--- src/rtl/fifo_pop_ctrl_pkg.sv ---
// Shared definitions for the FIFO pop controller: controller state encoding
// and the default FIFO word width.
package fifo_pop_ctrl_pkg;

   localparam int DefaultDataWidth = 6;

   typedef enum logic [1:0] {
      IDLE  = 2'd0,
      RUN   = 2'd1,
      DRAIN = 2'd2,
      ERR   = 2'd3
   } state_e;

endpackage

--- src/rtl/fifo_pop_ctrl_skid_buf2.sv ---
// Two-entry in-order skid buffer that holds words popped from the FIFO until
// downstream accepts them. The flush input empties it without touching the data.
module skid_buf2 #(
   parameter int data_width = 6
) (
   input  logic                  clk,
   input  logic                  reset_L,
   input  logic                  flush,
   input  logic                  push,
   input  logic                  pop,
   input  logic [data_width-1:0] din,
   output logic [data_width-1:0] dout,
   output logic [1:0]            occ
);

   logic [data_width-1:0] head_q;
   logic [data_width-1:0] tail_q;
   logic [1:0]            occ_q;
   logic                  doPop;

   assign doPop = pop && (occ_q != 2'd0);
   assign dout  = head_q;
   assign occ   = occ_q;

   // Head always holds the oldest word; a pop shifts the tail forward.
   always_ff @(posedge clk or negedge reset_L) begin
      if (!reset_L) begin
         head_q <= '0;
         tail_q <= '0;
         occ_q  <= 2'd0;
      end else if (flush) begin
         occ_q <= 2'd0;
      end else begin
         case ({push, doPop})
            2'b10: begin
               if (occ_q == 2'd0) head_q <= din;
               else               tail_q <= din;
               if (occ_q != 2'd2) occ_q <= occ_q + 2'd1;
            end
            2'b01: begin
               head_q <= tail_q;
               occ_q  <= occ_q - 2'd1;
            end
            2'b11: begin
               if (occ_q == 2'd1) begin
                  head_q <= din;
               end else begin
                  head_q <= tail_q;
                  tail_q <= din;
               end
            end
            default: ;
         endcase
      end
   end

   overflowCheck: assert property (@(posedge clk) disable iff (!reset_L)
      !(push && !flush && !doPop && (occ_q == 2'd2)));

endmodule

--- src/rtl/fifo_pop_ctrl.sv ---
// FIFO pop controller: issues pop strobes to a FIFO, absorbs the one-cycle read
// latency in a 2-entry skid buffer and streams words out with valid/ready.
module fifo_pop_ctrl
   import fifo_pop_ctrl_pkg::*;
#(
   parameter int data_width = DefaultDataWidth,
   parameter int cnt_width  = 8
) (
   input  logic                  clk,
   input  logic                  reset_L,
   input  logic                  enable,
   input  logic                  fifo_empty,
   input  logic                  fifo_error,
   input  logic [data_width-1:0] fifo_data,
   output logic                  fifo_rd_enable,
   input  logic                  ready_in,
   output logic                  valid_out,
   output logic [data_width-1:0] data_out,
   output logic                  busy,
   output logic                  error_out,
   output logic [cnt_width-1:0]  word_count
);

   state_e                state_q;
   state_e                state_d;
   logic                  inflight_q;
   logic [cnt_width-1:0]  count_q;
   logic [cnt_width-1:0]  count_d;
   logic [1:0]            occ;
   logic [data_width-1:0] headWord;
   logic                  pop;
   logic                  flush;
   logic [2:0]            pending;

   // Words already committed to the buffer after this edge; keeping it below two
   // guarantees the word returned next cycle always has a free slot.
   assign pending        = {1'b0, occ} + {2'b00, inflight_q} - {2'b00, pop};
   assign fifo_rd_enable = (state_q == RUN) && !fifo_empty && (pending < 3'd2);

   assign flush      = (state_q == ERR);
   assign valid_out  = (occ != 2'd0) && !flush;
   assign pop        = valid_out && ready_in;
   assign data_out   = valid_out ? headWord : '0;
   assign busy       = (state_q == RUN) || (state_q == DRAIN);
   assign error_out  = flush;
   assign word_count = count_q;
   assign count_d    = count_q + {{(cnt_width-1){1'b0}}, pop};

   skid_buf2 #(
      .data_width(data_width)
   ) uBuf (
      .clk     (clk),
      .reset_L (reset_L),
      .flush   (flush),
      .push    (inflight_q),
      .pop     (pop),
      .din     (fifo_data),
      .dout    (headWord),
      .occ     (occ)
   );

   always_comb begin
      state_d = state_q;
      if (fifo_error) begin
         state_d = ERR;
      end else begin
         case (state_q)
            IDLE:    if (enable) state_d = RUN;
            RUN:     if (!enable) state_d = DRAIN;
            DRAIN: begin
               if (enable)                               state_d = RUN;
               else if (!inflight_q && (occ == 2'd0))    state_d = IDLE;
            end
            ERR:     state_d = ERR;
            default: state_d = IDLE;
         endcase
      end
   end

   always_ff @(posedge clk or negedge reset_L) begin
      if (!reset_L) begin
         state_q    <= IDLE;
         inflight_q <= 1'b0;
         count_q    <= '0;
      end else begin
         state_q    <= state_d;
         inflight_q <= fifo_rd_enable;
         count_q    <= count_d;
      end
   end

endmodule

--- config.mk ---
export PLATFORM = sky130hd
export DESIGN_NAME = fifo_pop_ctrl
export DESIGN_NICKNAME = d
export VERILOG_FILES = /design/src/rtl/fifo_pop_ctrl_pkg.sv /design/src/rtl/fifo_pop_ctrl_skid_buf2.sv /design/src/rtl/fifo_pop_ctrl.sv
export SDC_FILE = /design/constraint.sdc
export NUM_CORES = 1
export LEC_CHECK = 0
export CORE_MARGIN = 5
export CORE_UTILIZATION = 41
export CTS_CLUSTER_DIAMETER = 60
export DETAILED_ROUTE_END_ITERATION = 7
export GPL_ROUTABILITY_DRIVEN = 0
export PLACE_DENSITY = 0.63
export SETUP_SLACK_MARGIN = 0.05
export SYNTH_ARGS = -nofsm -noshare
export SYNTH_HDL_FRONTEND = slang
export SYNTH_SLANG_ARGS = --single-unit
--- constraint.sdc ---
create_clock -name clk -period 4.5 [get_ports clk]
set_clock_uncertainty 0.2 [all_clocks]
set_input_delay 0.9 -clock clk [delete_from_list [all_inputs] [get_ports clk]]
set_output_delay 0.9 -clock clk [all_outputs]
set_load 0.05 [all_outputs]
==> flow_results.org <==
** Power and ir drop
- Power density over the cells :: 257 nW/um2
- The share of total power dissipated in sequential elements is 0.586.
- Across the VDD grid, the largest voltage drop is 119 uV.
- Internal power :: 335 uW
- Clk pwr share :: 0.222
- The share of total power dissipated in combinational logic is 0.193.
- Of the total power, the share spent switching nets is 0.291.
- Summing internal, switching and leakage power gives 473 uW.
- Summed over all cells, the static leakage comes to 0.770 nW.
- For this design the total switching power over the nets is 138 uW.

** Run
- Number of max-cap violations :: 0

** Synth
- Measured against the total synthesized area, the mux share comes to 0.115.
- During synthesis, Yosys emitted a total of 0 warnings.
- Library cell with the largest summed area after synthesis :: sky130_fd_sc_hd__dfrtp_1
- Each instance of the synthesized netlist takes up on average 10.2 um2.
- Dominant combinational cell family by area after synthesis :: simple AND/OR/NAND/NOR gates
- Counting flops with a built-in enable in the synthesized netlist gives 0.
- The cell area that synthesis handed to floorplanning was 1460 um2.
- Of the total synthesized cell area, the portion taken by AND, OR, NAND and NOR gates is 0.173.
- Leading cell types by count after synthesis :: sky130_fd_sc_hd__dfrtp_1, sky130_fd_sc_hd__nor2_1, sky130_fd_sc_hd__mux2i_1
- Leading post-synthesis cells by cell area :: sky130_fd_sc_hd__dfrtp_1, sky130_fd_sc_hd__ha_1, sky130_fd_sc_hd__mux2i_1
- After synthesis, the netlist uses 29 different library cells.
- Portion of the post-synthesis area used by sequential elements :: 0.430
- Most used flip-flop cell after synthesis :: sky130_fd_sc_hd__dfrtp_1
- Portion of synthesized cell area occupied by the leading cell type :: 0.430
- Of the total synthesized cell area, the portion taken by XOR and XNOR cells is 0.0541.
- Synthesis handed over a netlist of 143 instances.
- In this run, synthesis produced a sequential element count of 25.
- Most common cell in the netlist :: sky130_fd_sc_hd__dfrtp_1
- The number of nets in the synthesized netlist is 165.
- After synthesis, the share of flip-flops with an asynchronous set or reset is 1.00.
- Synth Area in Compound Gates :: 0.0997
- Of the total synthesized cell area, the portion taken by full adders, half adders and majority gates is 0.0911.

** Cells and area
- Fill cells :: 300
- Non-filler instance count after layout :: 219
- From synthesis to final layout, the design area changed by 26.3%.
- Fraction of final layout cells sized beyond drive strength 1 :: 0.0925
- Summing all multi-input logic gate instances after layout gives 781 um2.
- Measured on the finished design, the core utilization comes to 0.543.
- Final cell area excluding filler cells :: 1840 um2
- The repair_antennas step left the layout with diodes totalling 0.
- Storage element area :: 626 um2
- For this run, the post-layout net count is 196.

** Route
- For this block, the initial DRC count from the detailed router was 75.
- In the routed layout, each cell is associated on average with a via count of 5.12.
- Post-detailed-route wirelength per cell :: 14.1 um
- In this run the remaining antenna-violating nets after routing total 0.
- DRC violations left :: 0
- Total detailed-routing wirelength :: 3100 um
- The routed layout has 1122 vias.
- DRT Pass-1 Iters :: 4

** Global route
- The first global-routing pass estimated 5230 um of wire.
- The total overflow left after global routing is 0.
- The via count of the first global-routing pass came to 1134.
- Antenna violations before repair :: 0
- Pin count of the biggest net entering global routing :: 26
- In the global route stage, overall resource usage came out at 0.131.

** Placed design
- The count of buffers added on input and output ports is 29.
- Placed insts :: 215
- Prior to clock tree synthesis, the placed netlist has a worst setup slack of 129 ps.
- Estimated wirelength of the detail-placed design :: 2260 um
- Once placement finished, the instance area stood at 1800 um2.

** STA
- Based on the critical path, the design can be clocked at up to 0.235 GHz.
- Relative max-transition margin :: 0.567
- In the post-route analysis, the smallest setup slack over all paths is 237 ps.
- Worst hold slack across all endpoints :: 276 ps
- Setup repair after global routing left no endpoint under its margin.
- For the pin with the worst max-slew slack, the measured transition is 647 ps.
- Dividing the final minimum period by the clock period gives 0.947.
- Pins Over Slew Limit :: 0
- Final setup violation count :: 0
- Count of final hold-check violations :: 0
- The worst path in the final design needs a cycle of 4260 ps, including I/O delays and setup.
- Setup TNS Final :: 0 ps

** Clock network
- Clock transition at the registers of the reported paths :: 150 ps
- Counting along the longest clock path gives a buffer depth of 2.
- Number of buffers added by the clock tree synthesis step :: 3
- CTS Sinks :: 25
- Worst-Skew Late Latency :: 320 ps
- TritonCTS built the clock tree.
- CTS H-Tree Depth :: 1
- The number of hold buffers added after CTS was 0.
- Master cell of the clock root buffer :: sky130_fd_sc_hd__clkbuf_4

** Die
- Count of boundary I/O pins :: 30
- Starting utilization of the core area :: 0.430
- In this run the standard cell core region covers 3390 um2.
- Row generation in the floorplan step produced 21 rows.
- In this run the horizontal extent of the chip is 69.6 um.
- Die Height :: 69.6 um
- The die covers 4840 um2.

** Setup path
- The worst setup path is of the input port to output port kind.
- STA puts the critical path data arrival time at 3160 ps.
- Critical-path maximum fanout :: 6
- Kind of capture point of the worst setup path :: output port
- Req. time, crit path :: 3400 ps
- Setup slack on the worst flop-to-flop path :: 1840 ps
- Startpoint type of the worst setup path :: input port

** Worst hold path
- In this run the worst hold path is classified as flop to flop.

** Outcome
- The flow ran to the end, and the final reports show no timing, DRC or antenna violations.
logic make-up (layout without fill, tap and decap cells):
family	count (synthesis)	in the layout
XOR/XNOR	9	9
multiplexers	16	16
buffers and inverters	12	42
AND/OR/NAND/NOR	51	51
AO/OA/AOI/OAI	20	20
adder cells (fa/ha/maj)	10	10
flip-flops	25	25
power by group through the flow:
stage          Combinational, mW  Sequential (mW)  Clock [mW]
4_1_cts                   0.0921            0.277       0.109
6_report                  0.0911            0.277       0.105
2_1_floorplan             0.0295            0.302           0
3_5_place_dp              0.0916            0.282           0
3_3_place_gp              0.0902            0.281           0
5_1_grt                   0.0975            0.281       0.120
per-layer routing:
| metal | part of all wire | up-vias | track usage |
|---|---|---|---|
| met5 | 0 | - | 0 |
| met4 | 0.0042 | 0 | 0.0412 |
| met3 | 0.038 | 2 | 0.0217 |
| met2 | 0.47 | 19 | 0.212 |
| met1 | 0.48 | 553 | 0.178 |
| li1 | - | 548 | - |
placed cells by master (no fill, tap or decap), drive strengths merged, types with 2 or more instances in the layout:
| cell type | n |
|---|---|
| mux2 | 6 |
| clkdlybuf4s50 | 28 |
| xor2 | 3 |
| inv | 6 |
| and3 | 2 |
| a211oi | 3 |
| mux2i | 10 |
| nand2b | 8 |
| o32a | 6 |
| dfrtp | 25 |
| buf | 4 |
| and2 | 6 |
| nand3 | 7 |
| nand2 | 3 |
| clkbuf | 3 |
| a21oi | 9 |
| ha | 9 |
| xnor2 | 6 |
| nor2 | 22 |
final cells by class:
type,count,area share
tap,46,0.0313
multi-input combinational,106,0.424
timing repair buffer,32,0.176
sequential,25,0.340
clock buffer,3,0.0122
inverter,6,0.0122
clock inverter,1,0.00408
repair_timing:
action,in CTS,in global routing
buffers inserted,0,0
endpoints found under the setup margin,0,1
resized for setup,0,1
hold endpoints to repair,0,0
sequential cells by signal, summed over array words and instances, names as in the netlist:
name / cells
word_count: 8
inflight_q: 1
uBuf.occ: 2
uBuf.dout: 6
state_q: 2
uBuf.tail_q: 6
worst paths after layout:
path / startpoint / endpoint / depth (start not counted)
max: ready_in / fifo_rd_enable / 8
min: word_count[7] / word_count[7] / 1
max reg2reg: uBuf.occ[1] / inflight_q / 8
min reg2reg: word_count[7] / word_count[7] / 1
max in group asynchronous: reset_L / state_q[0] / 2
min in group asynchronous: reset_L / uBuf.dout[1] / 2
critical path: stages:
cell and delay [ps]:
sky130_fd_sc_hd__clkdlybuf4s50_1 570, sky130_fd_sc_hd__or3b_1 390, sky130_fd_sc_hd__nor2_1 180, sky130_fd_sc_hd__o21ai_1 120, sky130_fd_sc_hd__fa_1 400, sky130_fd_sc_hd__xor2_1 160, sky130_fd_sc_hd__nor3_2 270, sky130_fd_sc_hd__buf_12 180
(Power assumes the default switching activity.)
